File: config.mk
export PLATFORM = sky130hd
export DESIGN_NAME = shiftx_arbiter_flat
export DESIGN_NICKNAME = d
export VERILOG_FILES = /design/src/rtl/shiftx_pkg.sv /design/src/rtl/shiftx_arbiter_if.sv /design/src/rtl/shiftx_extract.sv /design/src/rtl/shiftx_arbiter.sv /design/src/flat_wrapper.sv
export SDC_FILE = /design/constraint.sdc
export NUM_CORES = 1
export LEC_CHECK = 0
export CAP_MARGIN = 5
export CORE_UTILIZATION = 30
export CTS_BUF_LIST = sky130_fd_sc_hd__clkbuf_8
export DETAILED_ROUTE_END_ITERATION = 16
export PLACE_DENSITY = 0.66
export SKIP_CTS_REPAIR_TIMING = 1
export SYNTH_ARGS = -nofsm -noshare
export SYNTH_HDL_FRONTEND = slang
export SYNTH_SLANG_ARGS = --single-unit
File: constraint.sdc
create_clock -name clk -period 7.7 [get_ports clk]
set_clock_uncertainty 0.1 [all_clocks]
set_input_delay 1.54 -clock clk [delete_from_list [all_inputs] [get_ports clk]]
set_output_delay 1.54 -clock clk [all_outputs]
set_load 0.02 [all_outputs]
File: src/rtl/shiftx_pkg.sv
// Purpose: shared constants and helpers for the shiftx bit-field extract family.
// Latency: n/a (constant functions and a combinational per-bit extract helper).
// Backpressure: n/a.
// Contents: calc_id_w (requester id width), calc_off_w (overflow-free offset
// width), extract_bit (zero-fill single-bit pick that also flags out-of-range).
package shiftx_pkg;

  // Widest source word any shiftx consumer may present to extract_bit.
  localparam int MAX_A_W = 256;
  localparam int IDX_W   = $clog2(MAX_A_W);

  function automatic int calc_id_w(input int num_req);
    return (num_req <= 1) ? 1 : $clog2(num_req);
  endfunction

  // Two extra bits give room for the sign and for off + (Y_WIDTH-1) without wrap.
  function automatic int calc_off_w(input int b_width, input int a_width, input int y_width);
    int w;
    w = $clog2(a_width + y_width);
    return ((b_width > w) ? b_width : w) + 2;
  endfunction

  // Returns {oob, y} for a single field bit at signed source position pos.
  // Positions outside [0, a_width-1] read as 0 and raise oob.
  function automatic logic [1:0] extract_bit(input logic [MAX_A_W-1:0] a,
                                             input int pos,
                                             input int a_width);
    logic [1:0] r;
    r = 2'b10;
    if (pos >= 0 && pos < a_width) begin
      r = {1'b0, a[IDX_W'(pos)]};
    end
    return r;
  endfunction

endpackage

File: src/rtl/shiftx_arbiter_if.sv
// Purpose: request/response bundle between field-decode clients and the shiftx arbiter.
// Latency: n/a (wires only).
// Backpressure: req_valid/req_ready per requester, rsp_valid/rsp_ready on the result.
// Modports: master = client side (drives requests, consumes results),
//           slave  = arbiter side (grants requests, produces results).
interface shiftx_arbiter_if
  import shiftx_pkg::*;
#(
  parameter int NUM_REQ = 4,
  parameter int A_WIDTH = 32,
  parameter int B_WIDTH = 6,
  parameter int Y_WIDTH = 8
);
  localparam int ID_W = calc_id_w(NUM_REQ);

  logic [NUM_REQ-1:0]         req_valid;
  logic [NUM_REQ-1:0]         req_ready;
  logic [NUM_REQ*A_WIDTH-1:0] req_a;
  logic [NUM_REQ*B_WIDTH-1:0] req_b;
  logic                       rsp_valid;
  logic                       rsp_ready;
  logic [Y_WIDTH-1:0]         rsp_y;
  logic [ID_W-1:0]            rsp_id;
  logic                       rsp_oob;

  modport master (
    output req_valid, req_a, req_b, rsp_ready,
    input  req_ready, rsp_valid, rsp_y, rsp_id, rsp_oob
  );

  modport slave (
    input  req_valid, req_a, req_b, rsp_ready,
    output req_ready, rsp_valid, rsp_y, rsp_id, rsp_oob
  );

endinterface

File: src/rtl/shiftx_extract.sv
// Purpose: combinational zero-fill bit-field extract, Y = A[off +: Y_WIDTH].
// Latency: 0 cycles (pure combinational).
// Backpressure: none, no handshake.
// Ports: a (source word), b (offset, signed when B_SIGNED=1), y (field), oob (any bit outside A).
module shiftx_extract
  import shiftx_pkg::*;
#(
  parameter int A_WIDTH  = 32,
  parameter int B_WIDTH  = 6,
  parameter int Y_WIDTH  = 8,
  parameter int B_SIGNED = 0
) (
  input  logic [A_WIDTH-1:0] a,
  input  logic [B_WIDTH-1:0] b,
  output logic [Y_WIDTH-1:0] y,
  output logic               oob
);
  localparam int OFF_W = calc_off_w(B_WIDTH, A_WIDTH, Y_WIDTH);

  logic signed [OFF_W-1:0] off;
  logic [MAX_A_W-1:0]      a_ext;
  logic [Y_WIDTH-1:0]      oob_bits;

  if (B_SIGNED != 0) begin : g_signed
    assign off = OFF_W'(signed'(b));
  end else begin : g_unsigned
    assign off = signed'(OFF_W'(b));
  end

  assign a_ext = MAX_A_W'(a);

  always_comb begin
    y        = '0;
    oob_bits = '0;
    for (int i = 0; i < Y_WIDTH; i++) begin
      {oob_bits[i], y[i]} = extract_bit(a_ext, int'(off) + i, A_WIDTH);
    end
  end

  assign oob = |oob_bits;

endmodule

File: src/rtl/shiftx_arbiter.sv
// Purpose: round-robin arbiter sharing one shiftx extract unit among NUM_REQ requesters.
// Latency: 1 cycle from request handshake to rsp_valid; 1 result/cycle sustained.
// Backpressure: rsp_ready low with a held result blocks all grants; req_ready is combinational.
// Ports: clk, rst (async, active-high), bus (slave modport: req_valid/ready/a/b, rsp_valid/ready/y/id/oob).
module shiftx_arbiter
  import shiftx_pkg::*;
#(
  parameter int NUM_REQ  = 4,
  parameter int A_WIDTH  = 32,
  parameter int B_WIDTH  = 6,
  parameter int Y_WIDTH  = 8,
  parameter int B_SIGNED = 0
) (
  input  logic            clk,
  input  logic            rst,
  shiftx_arbiter_if.slave bus
);
  localparam int ID_W = calc_id_w(NUM_REQ);

  localparam logic [0:0] ST_EMPTY = 1'b0;
  localparam logic [0:0] ST_FULL  = 1'b1;

  logic [0:0]         state;
  logic [ID_W-1:0]    ptr;
  logic [ID_W-1:0]    ptr_nxt;
  logic [ID_W-1:0]    gnt_idx;
  logic [ID_W:0]      slot;
  logic               gnt_any;
  logic               can_accept;
  logic               fire;
  logic [A_WIDTH-1:0] a_sel;
  logic [B_WIDTH-1:0] b_sel;
  logic [Y_WIDTH-1:0] y_nxt;
  logic               oob_nxt;
  logic [Y_WIDTH-1:0] y_q;
  logic [ID_W-1:0]    id_q;
  logic               oob_q;

  // A held result that is being drained this cycle frees the register.
  assign can_accept = (state == ST_EMPTY) | bus.rsp_ready;

  // First valid requester scanning upward from ptr with wrap. slot is at most
  // 2*NUM_REQ-2, so one conditional subtract is a full modulo.
  always_comb begin
    gnt_any = 1'b0;
    gnt_idx = '0;
    slot    = '0;
    for (int k = 0; k < NUM_REQ; k++) begin
      slot = {1'b0, ptr} + (ID_W+1)'(k);
      if (slot >= (ID_W+1)'(NUM_REQ)) begin
        slot = slot - (ID_W+1)'(NUM_REQ);
      end
      if (!gnt_any && bus.req_valid[slot[ID_W-1:0]]) begin
        gnt_any = 1'b1;
        gnt_idx = slot[ID_W-1:0];
      end
    end
  end

  assign fire = gnt_any & can_accept & ~rst;

  always_comb begin
    bus.req_ready = '0;
    if (fire) begin
      bus.req_ready[gnt_idx] = 1'b1;
    end
  end

  assign ptr_nxt = (gnt_idx == ID_W'(NUM_REQ - 1)) ? '0 : gnt_idx + 1'b1;

  assign a_sel = bus.req_a[gnt_idx*A_WIDTH +: A_WIDTH];
  assign b_sel = bus.req_b[gnt_idx*B_WIDTH +: B_WIDTH];

  shiftx_extract #(
    .A_WIDTH  (A_WIDTH),
    .B_WIDTH  (B_WIDTH),
    .Y_WIDTH  (Y_WIDTH),
    .B_SIGNED (B_SIGNED)
  ) u_extract (
    .a   (a_sel),
    .b   (b_sel),
    .y   (y_nxt),
    .oob (oob_nxt)
  );

  // Drain without refill returns to EMPTY but keeps the last payload visible.
  always_ff @(posedge clk or posedge rst) begin
    if (rst) begin
      state <= ST_EMPTY;
      ptr   <= '0;
      y_q   <= '0;
      id_q  <= '0;
      oob_q <= 1'b0;
    end else if (fire) begin
      state <= ST_FULL;
      ptr   <= ptr_nxt;
      y_q   <= y_nxt;
      id_q  <= gnt_idx;
      oob_q <= oob_nxt;
    end else if (bus.rsp_ready) begin
      state <= ST_EMPTY;
    end
  end

  assign bus.rsp_valid = (state == ST_FULL);
  assign bus.rsp_y     = y_q;
  assign bus.rsp_id    = id_q;
  assign bus.rsp_oob   = oob_q;

endmodule

File: src/flat_wrapper.sv
// flat-port wrapper written by rule: the top's interface ports become plain ports
module shiftx_arbiter_flat import shiftx_pkg::*;
#(
  parameter int NUM_REQ  = 4,
  parameter int A_WIDTH  = 32,
  parameter int B_WIDTH  = 6,
  parameter int Y_WIDTH  = 8,
  parameter int B_SIGNED = 0
)
  (clk, rst, bus_req_valid, bus_req_a, bus_req_b, bus_rsp_ready, bus_req_ready, bus_rsp_valid, bus_rsp_y, bus_rsp_id, bus_rsp_oob);
  shiftx_arbiter_if #(.NUM_REQ(NUM_REQ), .A_WIDTH(A_WIDTH), .B_WIDTH(B_WIDTH), .Y_WIDTH(Y_WIDTH)) bus_i ();
  input  logic clk;
  input  logic rst;
  input wire logic [$bits(bus_i.req_valid)-1:0] bus_req_valid;
  input wire logic [$bits(bus_i.req_a)-1:0] bus_req_a;
  input wire logic [$bits(bus_i.req_b)-1:0] bus_req_b;
  input wire logic [$bits(bus_i.rsp_ready)-1:0] bus_rsp_ready;
  output wire logic [$bits(bus_i.req_ready)-1:0] bus_req_ready;
  output wire logic [$bits(bus_i.rsp_valid)-1:0] bus_rsp_valid;
  output wire logic [$bits(bus_i.rsp_y)-1:0] bus_rsp_y;
  output wire logic [$bits(bus_i.rsp_id)-1:0] bus_rsp_id;
  output wire logic [$bits(bus_i.rsp_oob)-1:0] bus_rsp_oob;
  assign bus_i.req_valid = bus_req_valid;
  assign bus_i.req_a = bus_req_a;
  assign bus_i.req_b = bus_req_b;
  assign bus_i.rsp_ready = bus_rsp_ready;
  assign bus_req_ready = bus_i.req_ready;
  assign bus_rsp_valid = bus_i.rsp_valid;
  assign bus_rsp_y = bus_i.rsp_y;
  assign bus_rsp_id = bus_i.rsp_id;
  assign bus_rsp_oob = bus_i.rsp_oob;
  shiftx_arbiter #(.NUM_REQ(NUM_REQ), .A_WIDTH(A_WIDTH), .B_WIDTH(B_WIDTH), .Y_WIDTH(Y_WIDTH), .B_SIGNED(B_SIGNED)) u_core (.clk(clk), .rst(rst), .bus(bus_i));
endmodule
== Word-level counts from Yosys, hierarchy flattened ==
Index checks and enable logic that the tools add are counted.
Word-level totals
  bits of input ports: 159
  logic and storage cells: 137
  register bits: 14
  output and inout bits: 16
Cells by class
  shift-type cells: 2
  mux-type cells: 57
  magnitude comparators: 34
  equal/unequal tests: 1
  $mul: 1
  reductions and logical operators: 17
  add/sub/neg operators: 15
  bitwise gates (word level): 5
Operators by type and width (number)
  128-bit by 8-bit indexed part select with 32-bit output: 1
  7-bit by 9-bit < comparator with 1-bit output (second input constant): 7
  1-bit binary-select mux with 8-bit select: 7
  7-bit by 1-bit >= comparator with 1-bit output (second input constant): 7
  7-bit by 6-bit < comparator with 1-bit output (second input constant): 7
  2-bit two-way mux: 17
  6-bit by 3-bit adder with 7-bit output (second input constant): 4
  1-bit two-way mux: 26
  24-bit by 6-bit indexed part select with 6-bit output: 1
  2-bit by 3-bit < comparator with 1-bit output (second input constant): 5
  6-bit by 2-bit adder with 7-bit output (second input constant): 2
  1-bit logical AND: 12
  3-bit >= comparator (second input constant): 3
  6-bit by 9-bit < comparator with 1-bit output (second input constant): 1
  1-bit binary-select mux with 2-bit select: 4
  8-bit OR reduction: 1
  2-bit by 1-bit subtractor with 2-bit output (second input constant): 4
  6-bit by 1-bit adder with 7-bit output (second input constant): 1
  2-bit by 2-bit adder with 3-bit output (second input constant): 2
  1-bit binary-select mux with 6-bit select: 1
  6-bit by 1-bit >= comparator with 1-bit output (second input constant): 1
  6-bit < comparator (second input constant): 1
  2-bit by 2-bit multiplier with 4-bit output (second input constant): 1
  4-bit two-way mux: 1
  other kinds (11): 15

== Longest topological paths before layout ==
Gate-level depths: netlist of the first run.
  word-level depth: 22
  depth in mapped cells: 18
  depth with buffers taken out: 13

== By module ==
Synthesis of the first run repeated with hierarchy kept, for this count alone.
Unflattened totals
  cell total of the unflattened synthesis: 361
  area, all modules: 4111.4 um^2
By module, submodules not included
  shiftx_arbiter: seq. area each 350.3 um^2, times used 1, area an instance 2078.2 um^2, cells each 179
  shiftx_extract: seq. area each 0.0 um^2, times used 1, area an instance 2033.2 um^2, cells each 182

== Worst setup path before layout of the first run ==
OpenSTA, ideal clock, no wires.
  kind: input-to-reg
  start point: in bus_req_valid[3]
  end point: reg u_core.y_q[1] (netlist: u_core.bus.rsp_y[1])
  setup time: 0.077 ns
  data arrival time: 5.023 ns
  path buffers: 5
  data required time: 7.523 ns
  cell stages on the path: 16
  path slack: 2.500 ns
  path through: inv_2 -> a22o_1 -> a211oi_1 -> buf_4 -> mux2i_1 -> mux2i_4 -> inv_2 -> buf_4 -> clkbuf_1 -> buf_2 -> ha_1 -> clkbuf_1 -> mux4_2 -> mux4_2 -> mux2_2 -> o21ai_1
Between the ends
  cells in the longest elaborated chain, start to end: 19
  elaborated cells between the ends (all ways): 35
  those cells by class: add/sub: 1; mul: 1; order compare: 2; shift: 2; mux: 20; bitwise: 2; reduce/logical: 7
Ends and longest elaborated chain
  start, declared: RTL line flat_wrapper.sv:14  | input wire logic [$bits(bus_i.req_valid)-1:0] bus_req_valid;
  1-bit binary-select mux with 2-bit select: RTL line shiftx_arbiter.sv:53  | if (!gnt_any && bus.req_valid[slot[ID_W-1:0]]) begin
  1-bit two-way mux (implied by the code): RTL line shiftx_arbiter.sv:53
  1-bit two-way mux: RTL line shiftx_arbiter.sv:53
  1-bit zero test: RTL line shiftx_arbiter.sv:53
  1-bit logical AND: RTL line shiftx_arbiter.sv:53
  1-bit two-way mux: RTL line shiftx_arbiter.sv:53
  1-bit zero test: RTL line shiftx_arbiter.sv:53
  1-bit logical AND: RTL line shiftx_arbiter.sv:53
  [... 2 more ...]
  1-bit logical AND: RTL line shiftx_arbiter.sv:53
  2-bit two-way mux: RTL line shiftx_arbiter.sv:53
  2-bit by 2-bit multiplier with 4-bit output: RTL line shiftx_arbiter.sv:72  | assign b_sel = bus.req_b[gnt_idx*B_WIDTH +: B_WIDTH];
  24-bit by 6-bit indexed part select with 6-bit output: RTL line shiftx_arbiter.sv:72
  6-bit by 1-bit adder with 7-bit output: RTL line shiftx_extract.sv:36  | {oob_bits[i], y[i]} = extract_bit(a_ext, int'(off) + i, A_WIDTH);
  1-bit binary-select mux with 8-bit select: RTL line shiftx_pkg.sv:31  | r = {1'b0, a[IDX_W'(pos)]};
  1-bit two-way mux (implied by the code) (2 in a row): RTL line shiftx_pkg.sv:31
  2-bit two-way mux: RTL line shiftx_pkg.sv:30  | if (pos >= 0 && pos < a_width) begin
  end signal, assigned: RTL line shiftx_arbiter.sv:97  | y_q <= y_nxt;
  end, declared: RTL line shiftx_arbiter.sv:35  | logic [Y_WIDTH-1:0] y_q;
Parallel ways exist; a longest one is shown, timed or not. The select of a mux whose other input is x is not followed.
A chain may end at the register's enable or synchronous reset.

== Final worst setup path of the first run ==
  start point: in bus_req_valid[3]
  end point: reg u_core.y_q[7] (netlist: u_core.bus.rsp_y[7])
Between the ends
  cells in the longest elaborated chain, start to end: 19
  elaborated cells between the ends (all ways): 35
  those cells by class: add/sub: 1; mul: 1; order compare: 2; shift: 2; mux: 20; bitwise: 2; reduce/logical: 7
Ends and longest elaborated chain (RTL line)
  1-bit binary-select mux with 2-bit select: shiftx_arbiter.sv:53
  1-bit two-way mux (implied by the code): shiftx_arbiter.sv:53
  1-bit two-way mux: shiftx_arbiter.sv:53
  1-bit zero test: shiftx_arbiter.sv:53
  1-bit logical AND: shiftx_arbiter.sv:53
  1-bit two-way mux: shiftx_arbiter.sv:53
  1-bit zero test: shiftx_arbiter.sv:53
  1-bit logical AND: shiftx_arbiter.sv:53
  [... 2 more ...]
  1-bit logical AND: shiftx_arbiter.sv:53
  2-bit two-way mux: shiftx_arbiter.sv:53
  2-bit by 2-bit multiplier with 4-bit output: shiftx_arbiter.sv:72
  24-bit by 6-bit indexed part select with 6-bit output: shiftx_arbiter.sv:72
  6-bit by 3-bit adder with 7-bit output: shiftx_extract.sv:36
  1-bit binary-select mux with 8-bit select: shiftx_pkg.sv:31
  1-bit two-way mux (implied by the code) (2 in a row): shiftx_pkg.sv:31
  2-bit two-way mux: shiftx_pkg.sv:30
Parallel ways exist; a longest one is shown, timed or not. The select of a mux whose other input is x is not followed.

==> results.ini, run 1 <==
[synth]
post_synth_instance_area_um2=3790
synthAdderAreaFrac=0.0264
synthTopCellsByArea=sky130_fd_sc_hd__mux2i_1 30%, sky130_fd_sc_hd__mux2_2 13%, sky130_fd_sc_hd__mux4_2 9.5%
syn_inst=432
synth_edf_count=0
post_synth_num_cell_types=47
dominant_combinational_cell_family_by_area_after_synthesis=multiplexers
netlist.top_cell.by_area=sky130_fd_sc_hd__mux2i_1
synth_commonest_cells=115 x sky130_fd_sc_hd__mux2i_1, 44 x sky130_fd_sc_hd__mux2_2, 31 x sky130_fd_sc_hd__nand2_1, 29 x sky130_fd_sc_hd__nor2_1, 19 x sky130_fd_sc_hd__a21oi_1
xor_xnor_portion_of_the_synthesized_cell_area=0.0369
synth.yosys.warnings=0
portion_of_synthesized_cell_area_occupied_by_the_leading_cell_type=0.303
postSynthAreaPerCell_um2=8.78
ys_seq_elements=14
muxShareOfSynthArea=0.542
post_synthesis_share_of_cell_area_spent_on_and_or_nand_and_nor_gates=0.116
async_reset_ff_frac=1.00
synth.net_count=599
synthFlopType=sky130_fd_sc_hd__dfrtp_1
synth_sequential_area_ratio=0.0923
synth-compound-area-share=0.128
leading_cell_type_by_number_of_instances_after_synthesis=sky130_fd_sc_hd__mux2i_1

[power_and_ir_drop]
power.leakage_nw=2.31
worst_ir_drop_vdd_mv=0.145
power_density_nw_per_um2=329

[layout]
proportion_of_layout_cells_with_a_drive_suffix_above_1=0.142
postLayoutCoreUtil=0.467
layout.area.seq_um2=350
multi_input_logic_area_um2=3240
final_nets=752
antenna-diode-count=0
area.growth.synth_to_final_pct=49.7
fillCellCount=1148

[hold_path]
hold_start=u_core.bus.rsp_id[0]$_DFFE_PP0P_
hp-class=register to register

[global_route]
grt_first_pass_wirelength_mm=20.7
globalRouteTotalUtil=0.197
grt_max_degree=47
grt-ovfl-total=0
first_global_vias=4132
grt_antenna_before_repair=0

[placed_design]
place_ws_ns=1.61
buffers_on_ports=174
routabilityCongestion=0.892
place.detailed.hpwl_mm=10.8

[setup_path]
worst_ep_arrival_time_ns=5.90
crit_family=buffers and inverters
crit_type=input port to register
timing.critical_path.to_type=register
critical_path.startpoint=bus_req_valid[3]
cp_max_stage_delay_ns=0.55
critical_path.reg2reg.startpoint=u_core.ptr[0]$_DFFE_PP0P_
critical_path.cell_chain=clkdlybuf4s50_1 -> inv_2 -> a22o_1 -> a211oi_4 -> buf_4 -> mux2i_1 -> mux2i_4 -> inv_2 -> buf_4 -> nand3_1 -> xnor2_1 -> mux4_2 -> mux2_2 -> o31ai_2
critical_path.startpoint_type=input port
critical_path_required_ns=7.75
cp_slowest_cell=sky130_fd_sc_hd__mux4_2
crit_fanout=29
path_buf_inv=5

[sta]
grt_setup_unrepaired=false
worst_margin_pin_slew_ns=0.786
setup_ws_ns=1.85
slew_hr=0.476
final-setup-viol-count=0
achievable-frequency_ghz=0.171
layout_min_cycle_time_ns=5.85
final_cycle_utilization_of_the_critical_path=0.759
final-max-slew-violation-count=0
sum_of_negative_setup_slack_ns=0
finalHoldViolCount=0
holdWs_ns=0.385

[route]
drt_wl_total_mm=13.3
drcViolationCount=0
detailroute.via_count=4073
detail_route.first_pass.iterations=7
drt_first_iter_violations=284
detail_route.wl_per_cell_um=17.6
postRouteAntennaNets=0
vias_per_cell=5.42

[cts]
clkLatencyLatePin_ns=0.24
cts_root_buf=sky130_fd_sc_hd__clkbuf_8
tritoncts=done
htree_num_levels=1
clk_pin_slew_ns=0.06
cts_inserted_buffers=3
max-clock-path-buffers=2
cts_sink_cnt=14

[die]
initial_core_util=0.312
rows=40
die_area_um2=13100
num_io_pins=175
chipWidth_um=114
die_h_um=114
core_area_um2=12200

[run]
timing.max_cap.violations=0

[status]
status=finished, final reports clean

[per-layer routing]
layer / up-vias / routed length [um] / global-route usage
li1: 1926 / - / -
met1: 1956 / 5390 / 0.228
met2: 169 / 6780 / 0.382
met3: 22 / 872 / 0.0286
met4: 0 / 214 / 0.0381
met5: - / 0 / 0
[power by group]
part / internal [mW] / switching, mW / total [mW]
logic: 0.802 / 0.891 / 1.69
registers: 0.0995 / 0.0193 / 0.119
clock network: 0.0345 / 0.0234 / 0.0579
total: 0.936 / 0.934 / 1.87
[worst paths after layout]
check                           slack [ns]                                to  cells past startpoint
worst max-delay path                  1.85   u_core.bus.rsp_y[7]$_DFFE_PP0P_                     14
worst min-delay path                  0.38  u_core.bus.rsp_id[0]$_DFFE_PP0P_                      1
worst max register to register        3.32   u_core.bus.rsp_y[7]$_DFFE_PP0P_                     13
worst min register to register        0.38  u_core.bus.rsp_id[0]$_DFFE_PP0P_                      1
max in group asynchronous             5.56   u_core.bus.rsp_y[1]$_DFFE_PP0P_                      2
min in group asynchronous             1.56  u_core.bus.rsp_id[0]$_DFFE_PP0P_                      2
[through the flow]
stage	instances	area, um^2	power (mW)
finish	751	5680	1.87
global route	751	5680	2.00
CTS	751	5680	1.86
detailed placement	748	5640	1.80
global placement	748	5640	1.79
floorplan	432	3790	1.38
[placed cells by master (no fill, tap or decap), types with 2 or more instances in the layout]
| cell | count |
|---|---|
| sky130_fd_sc_hd__o22ai_1 | 2 |
| sky130_fd_sc_hd__nand2_1 | 31 |
| sky130_fd_sc_hd__clkbuf_8 | 3 |
| sky130_fd_sc_hd__nor2_1 | 29 |
| sky130_fd_sc_hd__nor3_1 | 4 |
| sky130_fd_sc_hd__dfrtp_1 | 14 |
| sky130_fd_sc_hd__mux4_2 | 16 |
| sky130_fd_sc_hd__o31ai_2 | 2 |
| sky130_fd_sc_hd__a22o_1 | 3 |
| sky130_fd_sc_hd__o21ai_0 | 18 |
| sky130_fd_sc_hd__o21ai_1 | 4 |
| sky130_fd_sc_hd__or3_1 | 9 |
| sky130_fd_sc_hd__a211oi_1 | 3 |
| sky130_fd_sc_hd__nand3_1 | 7 |
| sky130_fd_sc_hd__a21oi_1 | 19 |
| sky130_fd_sc_hd__inv_2 | 5 |
| sky130_fd_sc_hd__mux2i_1 | 115 |
| sky130_fd_sc_hd__mux2_2 | 44 |
| sky130_fd_sc_hd__xor2_1 | 5 |
| sky130_fd_sc_hd__mux2i_2 | 2 |
| sky130_fd_sc_hd__xnor2_1 | 11 |
| sky130_fd_sc_hd__inv_1 | 5 |
| sky130_fd_sc_hd__o221ai_1 | 2 |
| sky130_fd_sc_hd__clkdlybuf4s50_1 | 174 |
| sky130_fd_sc_hd__o31ai_1 | 4 |
| sky130_fd_sc_hd__a221oi_1 | 2 |
| sky130_fd_sc_hd__and2_1 | 4 |
| sky130_fd_sc_hd__nand2b_1 | 6 |
| sky130_fd_sc_hd__a31oi_1 | 8 |
| sky130_fd_sc_hd__buf_4 | 7 |
| sky130_fd_sc_hd__o41ai_1 | 2 |
| sky130_fd_sc_hd__nor4_1 | 2 |
| sky130_fd_sc_hd__ha_1 | 8 |
[kinds of logic (layout without fill, tap and decap cells)]
group,Yosys count,count (layout)
flops,14,14
fa+ha+maj,8,8
compound gates,76,76
xor+xnor,16,16
simple gates,96,96
mux,178,178
buf+inv,44,195
[cell type report]
type	instances	share of cell area
tap	168	0.0370
clock buffer	3	0.00727
timing repair buffer	181	0.316
sequential	14	0.0617
multi-input combinational	374	0.571
inverter	11	0.00727
[registers in the layout (all words and copies together), names as in the netlist]
register / count
u_core.bus.rsp_id: 2
u_core.ptr: 2
u_core.bus.rsp_valid: 1
u_core.bus.rsp_y: 8
u_core.bus.rsp_oob: 1
No activity file was read; power rests on OpenSTA's default activity.
==> inputs of run 2 (changes only) <==
Settings changed: PLACE_DENSITY 0.66 to 0.69.
Clock period 7.7 ns to 4.9 ns, I/O delays scaled along.
==> results.ini, run 2 (synthesized netlist as in run 1, its figures left out) <==
[sta]
worst_margin_pin_slew_ns=0.845  ; +0.0589 ns
finalHoldViolCount=0  ; unchanged
final_cycle_utilization_of_the_critical_path=0.939
achievable-frequency_ghz=0.217
final-setup-viol-count=0  ; unchanged
layout_min_cycle_time_ns=4.60
final-max-slew-violation-count=0  ; unchanged
grt_setup_unrepaired=false
sum_of_negative_setup_slack_ns=0  ; unchanged
slew_hr=0.437  ; -0.0393

[power_and_ir_drop]
power_density_nw_per_um2=545  ; +66%
worst_ir_drop_vdd_mv=0.261  ; +80%
post-layout-total-power_mw=3.30  ; +76%
power.leakage_nw=2.53  ; +9.4%

[run]
timing.max_cap.violations=0  ; unchanged

[layout]
postLayoutCoreUtil=0.497  ; +0.0304
final_nets=791  ; +5.2%
postLayoutCellArea_um2=6050  ; +6.5%
area.growth.synth_to_final_pct=59.4
final_common_cell=sky130_fd_sc_hd__clkdlybuf4s50_1
antenna-diode-count=0  ; unchanged
fillCellCount=1140  ; -0.70%
proportion_of_layout_cells_with_a_drive_suffix_above_1=0.197  ; +0.0551
largest_register_ff_count=8  ; unchanged
commonest_cells_after_routing_fill_and_taps_aside=174 x sky130_fd_sc_hd__clkdlybuf4s50_1, 115 x sky130_fd_sc_hd__mux2i_1, 44 x sky130_fd_sc_hd__mux2_2

[cts]
max-clock-path-buffers=2  ; unchanged
cts_inserted_buffers=3  ; unchanged
cts_sink_cnt=14  ; unchanged
clkLatencyLatePin_ns=0.25  ; about the same
cts_root_buf=sky130_fd_sc_hd__clkbuf_8
tritoncts=done
htree_num_levels=1  ; unchanged
clk_pin_slew_ns=0.07  ; about the same

[die]
chipWidth_um=114  ; unchanged
initial_core_util=0.312  ; unchanged
die_h_um=114  ; unchanged
die_area_um2=13100  ; unchanged
rows=40  ; unchanged
num_io_pins=175  ; unchanged
core_area_um2=12200  ; unchanged

[route]
detail_route.wl_per_cell_um=18.3  ; +3.7%
detailroute.via_count=4184  ; +2.7%
vias_per_cell=5.29  ; -2.5%
drt_wl_total_mm=14.5  ; +9.2%
drcViolationCount=0  ; unchanged
detail_route.first_pass.iterations=4  ; -3
drt_first_iter_violations=338  ; +19%
postRouteAntennaNets=0  ; unchanged

[global_route]
first_global_vias=4372  ; +5.8%
globalRouteTotalUtil=0.220  ; +0.0226
grt_max_degree=45  ; -4.3%
grt_first_pass_wirelength_mm=22.6  ; +9.4%
grt_antenna_before_repair=0  ; unchanged
grt-ovfl-total=0  ; unchanged

[placed_design]
dpl_cell_area_um2=5990  ; +6.3%
place.detailed.hpwl_mm=12.0  ; +11%
buffers_on_ports=174  ; unchanged
routabilityCongestion=0.929  ; +4.2%

[setup_path]
crit_type=input port to register
critical_path_required_ns=4.98  ; -2.77 ns
timing.critical_path.to_type=register
crit_fanout=40  ; +38%
cp_max_stage_delay_ns=0.52  ; -0.03 ns
critical_path.startpoint=bus_req_valid[3]
cp_slowest_cell=sky130_fd_sc_hd__clkdlybuf4s50_1
critical_path.cell_chain=clkdlybuf4s50_1 -> inv_2 -> a22o_1 -> a211oi_4 -> buf_12 -> buf_4 -> mux2i_1 -> mux2_2 -> mux4_2 -> mux4_2 -> mux2_2 -> o21ai_1
critical_path.startpoint_type=input port
worst_ep_arrival_time_ns=4.68  ; -1.22 ns
critical_path.reg2reg.startpoint=u_core.ptr[0]$_DFFE_PP0P_

[hold_path]
hp-class=register to register
hold_start=u_core.bus.rsp_oob$_DFFE_PP0P_

[status]
status=finished, final reports clean

==> run 2: cell type report <==
| cell class | count | area (um^2) | share of cell area |
|---|---|---|---|
| multi-input cells | 374 | 3240 | 0.536 |
| repair buffers | 220 | 2150 | 0.355 |
| clock buffers | 4 | 55.1 | 0.00910 |
| flip-flops and latches | 14 | 350 | 0.0579 |
| inverters | 11 | 41.3 | 0.00683 |
| well taps | 168 | 210 | 0.0348 |
==> run 2: worst paths after layout <==
kind | end | cells after the start | slack, ns
max | u_core.bus.rsp_y[1]$_DFFE_PP0P_ | 12 | 0.30
min | u_core.bus.rsp_oob$_DFFE_PP0P_ | 2 | 0.38
max reg2reg | u_core.bus.rsp_y[1]$_DFFE_PP0P_ | 11 | 1.22
min reg2reg | u_core.bus.rsp_oob$_DFFE_PP0P_ | 2 | 0.38
max in group asynchronous | u_core.bus.rsp_y[0]$_DFFE_PP0P_ | 3 | 3.52
min in group asynchronous | u_core.bus.rsp_y[4]$_DFFE_PP0P_ | 3 | 1.00
==> run 2: critical path, delay by kind of cell <==
kind,cells,cell delay (ns)
multiplexers,5,1.73
buffers and inverters,4,1.26
AO/OA/AOI/OAI,3,0.69
==> run 2: stage by stage <==
step / setup WS, ns / std cells / hold WS [ns]
after floorplan: 0.260 / 432 / 0.431
after global placement: 0.138 / 787 / 0.367
after detailed placement: 0.0573 / 787 / 0.374
after CTS: 0.321 / 791 / 0.390
after global routing: 0.0811 / 791 / 0.421
final: 0.300 / 791 / 0.385
==> run 2: layer usage <==
layer / track usage / vias to the layer above / part of all wire
met4: 0.0649 / 0 / 0.028
met5: 0 / - / 0
met2: 0.406 / 172 / 0.50
met1: 0.267 / 1965 / 0.40
met3: 0.0244 / 32 / 0.068
li1: - / 2015 / -
==> run 2: power breakdown <==
part	total [mW]	internal [mW]	switching [mW]
registers	0.188	0.156	0.0317
clock network	0.120	0.0712	0.0485
logic	2.99	1.51	1.48
total	3.30	1.73	1.56
